**src/rtl/scroll_ctrl.sv**
```systemverilog
// Scrolls an 8-character window over a 16-entry message buffer, one step every STEP_DIV clocks, pausing after each wrap.
// Outputs are registered and follow buffer/head changes by 1 clk; no backpressure, en only gates stepping.
module scroll_ctrl #(
    parameter int STEP_DIV    = 25000000,
    parameter int PAUSE_STEPS = 2
) (
    input  logic       clk,
    input  logic       rst_n,
    input  logic       en,
    input  logic       dir,
    input  logic       wr_en,
    input  logic [3:0] wr_addr,
    input  logic [4:0] wr_data,
    input  logic       load,
    input  logic [4:0] msg_len,
    output logic [4:0] char0,
    output logic [4:0] char1,
    output logic [4:0] char2,
    output logic [4:0] char3,
    output logic [4:0] char4,
    output logic [4:0] char5,
    output logic [4:0] char6,
    output logic [4:0] char7,
    output logic [3:0] head,
    output logic       wrap
);
    localparam int PRE_W = (STEP_DIV > 1) ? $clog2(STEP_DIV) : 1;
    localparam int PSE_W = (PAUSE_STEPS > 1) ? $clog2(PAUSE_STEPS) : 1;
    localparam logic [PRE_W-1:0] PRE_LAST = PRE_W'(STEP_DIV - 1);
    localparam logic [PSE_W-1:0] PSE_LAST = PSE_W'((PAUSE_STEPS > 0) ? PAUSE_STEPS - 1 : 0);
    localparam logic [4:0] BLANK = 5'd16;

    typedef enum logic [1:0] {IDLE, RUN, HOLD} state_t;

    state_t           state;
    state_t           state_nxt;
    logic [4:0]       msg_buf [16];
    logic [4:0]       win     [8];
    logic [4:0]       len_r;
    logic [4:0]       len_in;
    logic [4:0]       len_eff;
    logic [4:0]       len_m1;
    logic [4:0]       head_ext;
    logic [3:0]       head_step;
    logic [PRE_W-1:0] pre_cnt;
    logic [PSE_W-1:0] pause_cnt;
    logic             tc;
    logic             pause_last;
    logic             head_bad;
    logic             wrap_hit;
    logic             step;
    logic             count_en;

    // Lengths above the buffer size saturate rather than truncate.
    assign len_in     = (msg_len > 5'd16) ? 5'd16 : msg_len;
    assign len_eff    = load ? len_in : len_r;
    assign len_m1     = len_r - 5'd1;
    assign head_ext   = {1'b0, head};
    assign tc         = (pre_cnt == PRE_LAST);
    assign pause_last = (pause_cnt == PSE_LAST);
    assign head_bad   = (head_ext >= len_r);
    assign wrap_hit   = dir ? (head == 4'd0) : (head_ext == len_m1);

    always_comb begin
        if (dir) begin
            head_step = (head == 4'd0) ? len_m1[3:0] : head - 4'd1;
        end else begin
            head_step = wrap_hit ? 4'd0 : head + 4'd1;
        end
    end

    always_ff @(posedge clk or negedge rst_n) begin
        if (!rst_n) begin
            state <= IDLE;
        end else begin
            state <= state_nxt;
        end
    end

    always_comb begin
        state_nxt = state;
        case (state)
            IDLE: begin
                if (en && len_eff != 5'd0) state_nxt = RUN;
            end
            RUN, HOLD: begin
                if (!en || len_eff == 5'd0) begin
                    state_nxt = IDLE;
                end else if (load) begin
                    state_nxt = RUN;
                end else if (step) begin
                    state_nxt = (wrap_hit && PAUSE_STEPS > 0) ? HOLD : RUN;
                end
            end
            default: state_nxt = IDLE;
        endcase
    end

    // HOLD reuses the prescaler to time its pause periods; the last one ends with a step.
    always_comb begin
        count_en = 1'b0;
        step     = 1'b0;
        case (state)
            RUN: begin
                count_en = 1'b1;
                step     = tc;
            end
            HOLD: begin
                count_en = 1'b1;
                step     = tc && pause_last;
            end
            default: ;
        endcase
        if (load || !en || head_bad) step = 1'b0;
    end

    always_ff @(posedge clk or negedge rst_n) begin
        if (!rst_n) begin
            pre_cnt <= '0;
        end else if (load || !count_en || state_nxt == IDLE || tc) begin
            pre_cnt <= '0;
        end else begin
            pre_cnt <= pre_cnt + PRE_W'(1);
        end
    end

    always_ff @(posedge clk or negedge rst_n) begin
        if (!rst_n) begin
            pause_cnt <= '0;
        end else if (state != HOLD || state_nxt != HOLD) begin
            pause_cnt <= '0;
        end else if (tc) begin
            pause_cnt <= pause_last ? '0 : pause_cnt + PSE_W'(1);
        end
    end

    always_ff @(posedge clk or negedge rst_n) begin
        if (!rst_n) begin
            head  <= 4'd0;
            len_r <= 5'd0;
            wrap  <= 1'b0;
        end else begin
            wrap <= step && wrap_hit;
            if (load) begin
                len_r <= len_in;
                head  <= 4'd0;
            end else if (head_bad) begin
                head <= 4'd0;
            end else if (step) begin
                head <= head_step;
            end
        end
    end

    always_ff @(posedge clk or negedge rst_n) begin
        if (!rst_n) begin
            for (int i = 0; i < 16; i++) msg_buf[i] <= BLANK;
        end else if (wr_en) begin
            msg_buf[wr_addr] <= wr_data;
        end
    end

    function automatic logic [3:0] win_idx(input logic [3:0] h, input logic [4:0] len,
                                           input logic [2:0] k);
        logic [4:0] sum;
        sum = {1'b0, h} + {2'b00, k};
        return 4'(sum % len);
    endfunction

    // Short messages repeat across the window because the index wraps modulo the length.
    always_ff @(posedge clk or negedge rst_n) begin
        if (!rst_n) begin
            for (int k = 0; k < 8; k++) win[k] <= BLANK;
        end else begin
            for (int k = 0; k < 8; k++) begin
                win[7-k] <= (len_r == 5'd0) ? BLANK : msg_buf[win_idx(head, len_r, 3'(k))];
            end
        end
    end

    assign char0 = win[0];
    assign char1 = win[1];
    assign char2 = win[2];
    assign char3 = win[3];
    assign char4 = win[4];
    assign char5 = win[5];
    assign char6 = win[6];
    assign char7 = win[7];

endmodule

```
**config.mk**
```make
export PLATFORM = sky130hd
export DESIGN_NAME = scroll_ctrl
export DESIGN_NICKNAME = d
export VERILOG_FILES = /design/src/rtl/scroll_ctrl.sv
export SDC_FILE = /design/constraint.sdc
export NUM_CORES = 1
export LEC_CHECK = 0
export ABC_AREA = 0
export BUFFER_PORTS_ARGS = -buffer_cell sky130_fd_sc_hd__buf_2
export CORE_MARGIN = 2
export CORE_UTILIZATION = 35
export DETAILED_ROUTE_END_ITERATION = 10
export PLACE_DENSITY = 0.5
export SLEW_MARGIN = 20
export SYNTH_ARGS = -nofsm -noshare
export SYNTH_HDL_FRONTEND = slang
export SYNTH_SLANG_ARGS = --single-unit
```
**constraint.sdc**
```tcl
create_clock -name clk -period 11.6 [get_ports clk]
set_input_delay 2.32 -clock clk [delete_from_list [all_inputs] [get_ports clk]]
set_output_delay 2.32 -clock clk [all_outputs]
set_load 0.05 [all_outputs]
```
==> summary.md <==
| Metric | Value |
|---|---|
| Post-synthesis mux area share | `0.320` |
| Post-synth EDFFs | `0` |
| Post-synthesis xor/xnor area fraction | `0.0449` |
| FF-to-FF Start | `len_r[0]` |
| DRC viols | `0` |
| Logic pwr share | `0.595` |
| TNS Setup | `0 ns` |
| DP Wirelength | `42.4 mm` |
| Rows | `82` |
| Slowest-stage cell, CP | `or4b_2` |
| Most frequent cells in the layout | `mux2i_1, mux2_2, ha_1` |
| R2R cell count | `31` |
| CP delay by family, top | `compound AO/OA/AOI/OAI gates` |
| Max reg flops | `80` |
| Final hold violations | `0` |
| Post-layout util | `0.386` |
| Leakage | `8.35 nW` |
| Complex-gate fraction of the synthesized area | `0.153` |
| Skew final | `between 0.015 and 0.02 ns` |
| Placer Congestion | `0.897` |
| Antenna Nets Post-Route | `0` |
| Worst setup startpoint | `len_r[0]` |
| Total grt overflow | `0` |
| Root buffer selected by CTS | `clkbuf_16` |
| Crit Path Class | `flip-flop to flip-flop` |
| Post-synthesis simple-gate area fraction | `0.103` |
| DP Cell Count | `2,513` |
| Synth Flop Type | `dfrtp_1` |
| Final setup fails | `0` |
| Crit path to | `char7[4]` |
| Post-Syn Instances | `1,889` |
| Largest stage delay, worst path | `0.85 ns` |
| Initial Utilization | `0.354` |
| Final Max Slew Viols | `0` |
| Layout Area Growth over Synthesis | `9.11%` |
| Top cell by count, worst path | `ha_1` |
| Core area | `roughly 0.05 mm²` |
| CTS H-Tree Depth | `4` |
| Initial DRC Count | `1,171` |
| Largest net degree at the start of global routing | `92` |
| Worst vdd ir | `0.000118 V` |
| FMAX | `106 MHz` |
| Total Wirelength | `59.0 mm` |
| Synth cell types | `74` |
| Pre-CTS setup slack | `about 2.3 ns` |
| Cell area after synthesis | `0.0178 mm²` |
| Width of the die | `229 µm` |
| Setup crit end kind | `flip-flop` |
| Port Buffer Count | `64` |
| Num ports | `65` |
| Largest Register | `msg_buf` |
| CP Launch Type | `flip-flop` |
| Initial antenna violation count | `2` |
| Overall Global Routing Usage | `0.222` |
| 1st-pass router iterations | `5` |
| Avg Synthesized Cell Area | `9.41 µm²` |
| Asr flop ratio synth | `1.00` |
| WP buf/inv | `4` |
| Worst Hold Class | `flip-flop to flip-flop` |
| Clk pin slew, worst setup/hold paths | `0.07 ns` |
| Adder-cell share of the synthesized area | `0.110` |
| Longest Clk Path Bufs | `2` |
| Hold Path Depth | `1` |
| Post-CTS Setup Inserts | `0` |
| # resized after CTS | `0` |
| Die height | `229 µm` |
| Net Switching | `slightly below 2 mW` |
| Switching share of power | `0.492` |
| Critical path data arrival time | `slightly below 10 ns` |
| Hold_buf cts | `0` |
| Fin nets | `2,032` |
| Clock share of power | `0.150` |
| Die footprint | `0.0526 mm²` |
| Yosys reg bits | `158` |
| Via-per-instance ratio | `5.88` |
| Power density cells | `204 mW/mm²` |
| R2R Setup Slk | `~2.2 ns` |
| Avg WL per Cell | `~23 µm` |
| Main combinational cell family by area after synthesis | `multiplexers` |
| Non-Filler Instances | `2,548` |
| Setup WS post-layout | `2.16 ns` |
| Relative slew slack | `0.297` |
| Total CTS buffers | `17` |
| Filler cells | `4,981` |
| CTS tree | `yes` |
| Largest regs | `msg_buf x80, pre_cnt x25` |
| Worst skew pair latency | `0.49 ns` |
| FF-to-FF End | `char7[4]` |
| Least-Margin Pin Slew | `1.03 ns` |
| Commonest non-fill, non-tap cell in the layout | `mux2i_1` |
| CP max FO | `41` |
| Sequential cell area fraction in the yosys report | `0.224` |
| Clock period minus worst slack | `approximately 9.4 ns` |
| Vias in the first global route | `roughly 15,000` |
| Yosys warnings | `0` |
| First-pass GRT wire length | `89.2 mm` |
| Fraction of final layout cells sized beyond drive strength 1 | `0.218` |
| RSZ-0062 raised after global routing | `false` |
| Reg power frac | `0.254` |
| Sink Count | `about 160` |
| Total nets after synthesis | `2,059` |
| Crit path required time | `12.00 ns` |
| Levels on crit path | `31` |
| Internal power | `2.01 mW` |
| Maxcap violations | `0` |
| Detailed-route via count | `between 10,000 and 15,000` |
| Tcrit/Tclk final | `0.814` |
| Outcome | `finished, final reports clean` |
==> routing by layer <==
layer | share of wire | vias up | track usage
li1 | - | 6946 | -
met1 | 0.45 | 7455 | 0.300
met2 | 0.45 | 493 | 0.346
met3 | 0.067 | 99 | 0.0484
met4 | 0.032 | 0 | 0.0885
met5 | 0 | - | 0
==> power groups by stage <==
stage	logic [mW]	registers (mW)	clock network, mW
2_1_floorplan	1.66	0.971	0
3_3_place_gp	2.30	1.00	0
3_5_place_dp	2.34	1.00	0
4_1_cts	2.34	0.992	0.613
5_1_grt	2.53	1.01	0.633
6_report	2.36	1.01	0.595
==> worst register-to-register path, delay by kind of cell (launching register included) <==
family | cells | cell delay [ns]
buffers and inverters | 4 | 1.53
multiplexers | 5 | 1.75
flip-flops | 1 | 0.36
AND/OR/NAND/NOR | 3 | 1.22
AO/OA/AOI/OAI | 14 | 2.87
adder cells (fa/ha/maj) | 5 | 1.63
==> per-stage QoR <==
step / area (µm²) / power [mW] / hold slack [ns]
3_3_place_gp: 18700 / 3.31 / 0.471
4_1_cts: 19300 / 3.95 / 0.484
6_report: 19400 / 3.96 / 0.480
3_5_place_dp: 18700 / 3.34 / 0.474
2_1_floorplan: 17800 / 2.64 / 0.447
5_1_grt: 19400 / 4.18 / 0.520
==> synth_stat cells, types with 36 or more instances <==
cell | n | share of area
nor2_1 | 117 | 0.025
mux2i_1 | 297 | 0.17
o21ai_0 | 51 | 0.014
nor2b_1 | 36 | 0.013
mux2_2 | 169 | 0.11
a211oi_1 | 36 | 0.015
o211ai_1 | 39 | 0.016
ha_1 | 140 | 0.099
clkbuf_1 | 103 | 0.022
a21oi_1 | 106 | 0.030
xnor2_1 | 51 | 0.025
inv_1 | 46 | 0.0097
xor2_1 | 40 | 0.020
dfrtp_1 | 134 | 0.19
nand2_1 | 104 | 0.022
==> layout make-up <==
type | count | area [µm²] | area share
flip-flops and latches | 158 | 3980 | 0.205
well taps | 672 | 841 | 0.0434
repair buffers | 105 | 662 | 0.0341
diodes | 1 | 2.50 | 0.000129
inverters | 46 | 173 | 0.00891
clock inverters | 13 | 145 | 0.00749
clock buffers | 19 | 453 | 0.0234
multi-input cells | 1534 | 13100 | 0.677
==> kinds of logic (layout without fill, tap and decap cells) <==
group / Yosys count / count (layout)
buf+inv: 197 / 183
xor+xnor: 91 / 91
flops: 158 / 158
mux: 503 / 503
other cells: 0 / 1
fa+ha+maj: 150 / 150
simple gates: 381 / 381
compound gates: 409 / 409
==> worst min-delay path by stage <==
stage / start / end
after floorplan: pre_cnt[0] / pre_cnt[0]
after global placement: pre_cnt[0] / pre_cnt[0]
after detailed placement: pre_cnt[0] / pre_cnt[0]
after CTS: pre_cnt[0] / pre_cnt[0]
after global routing: pre_cnt[0] / pre_cnt[0]
final: pre_cnt[0] / pre_cnt[0]
(Power assumes the default switching activity.)
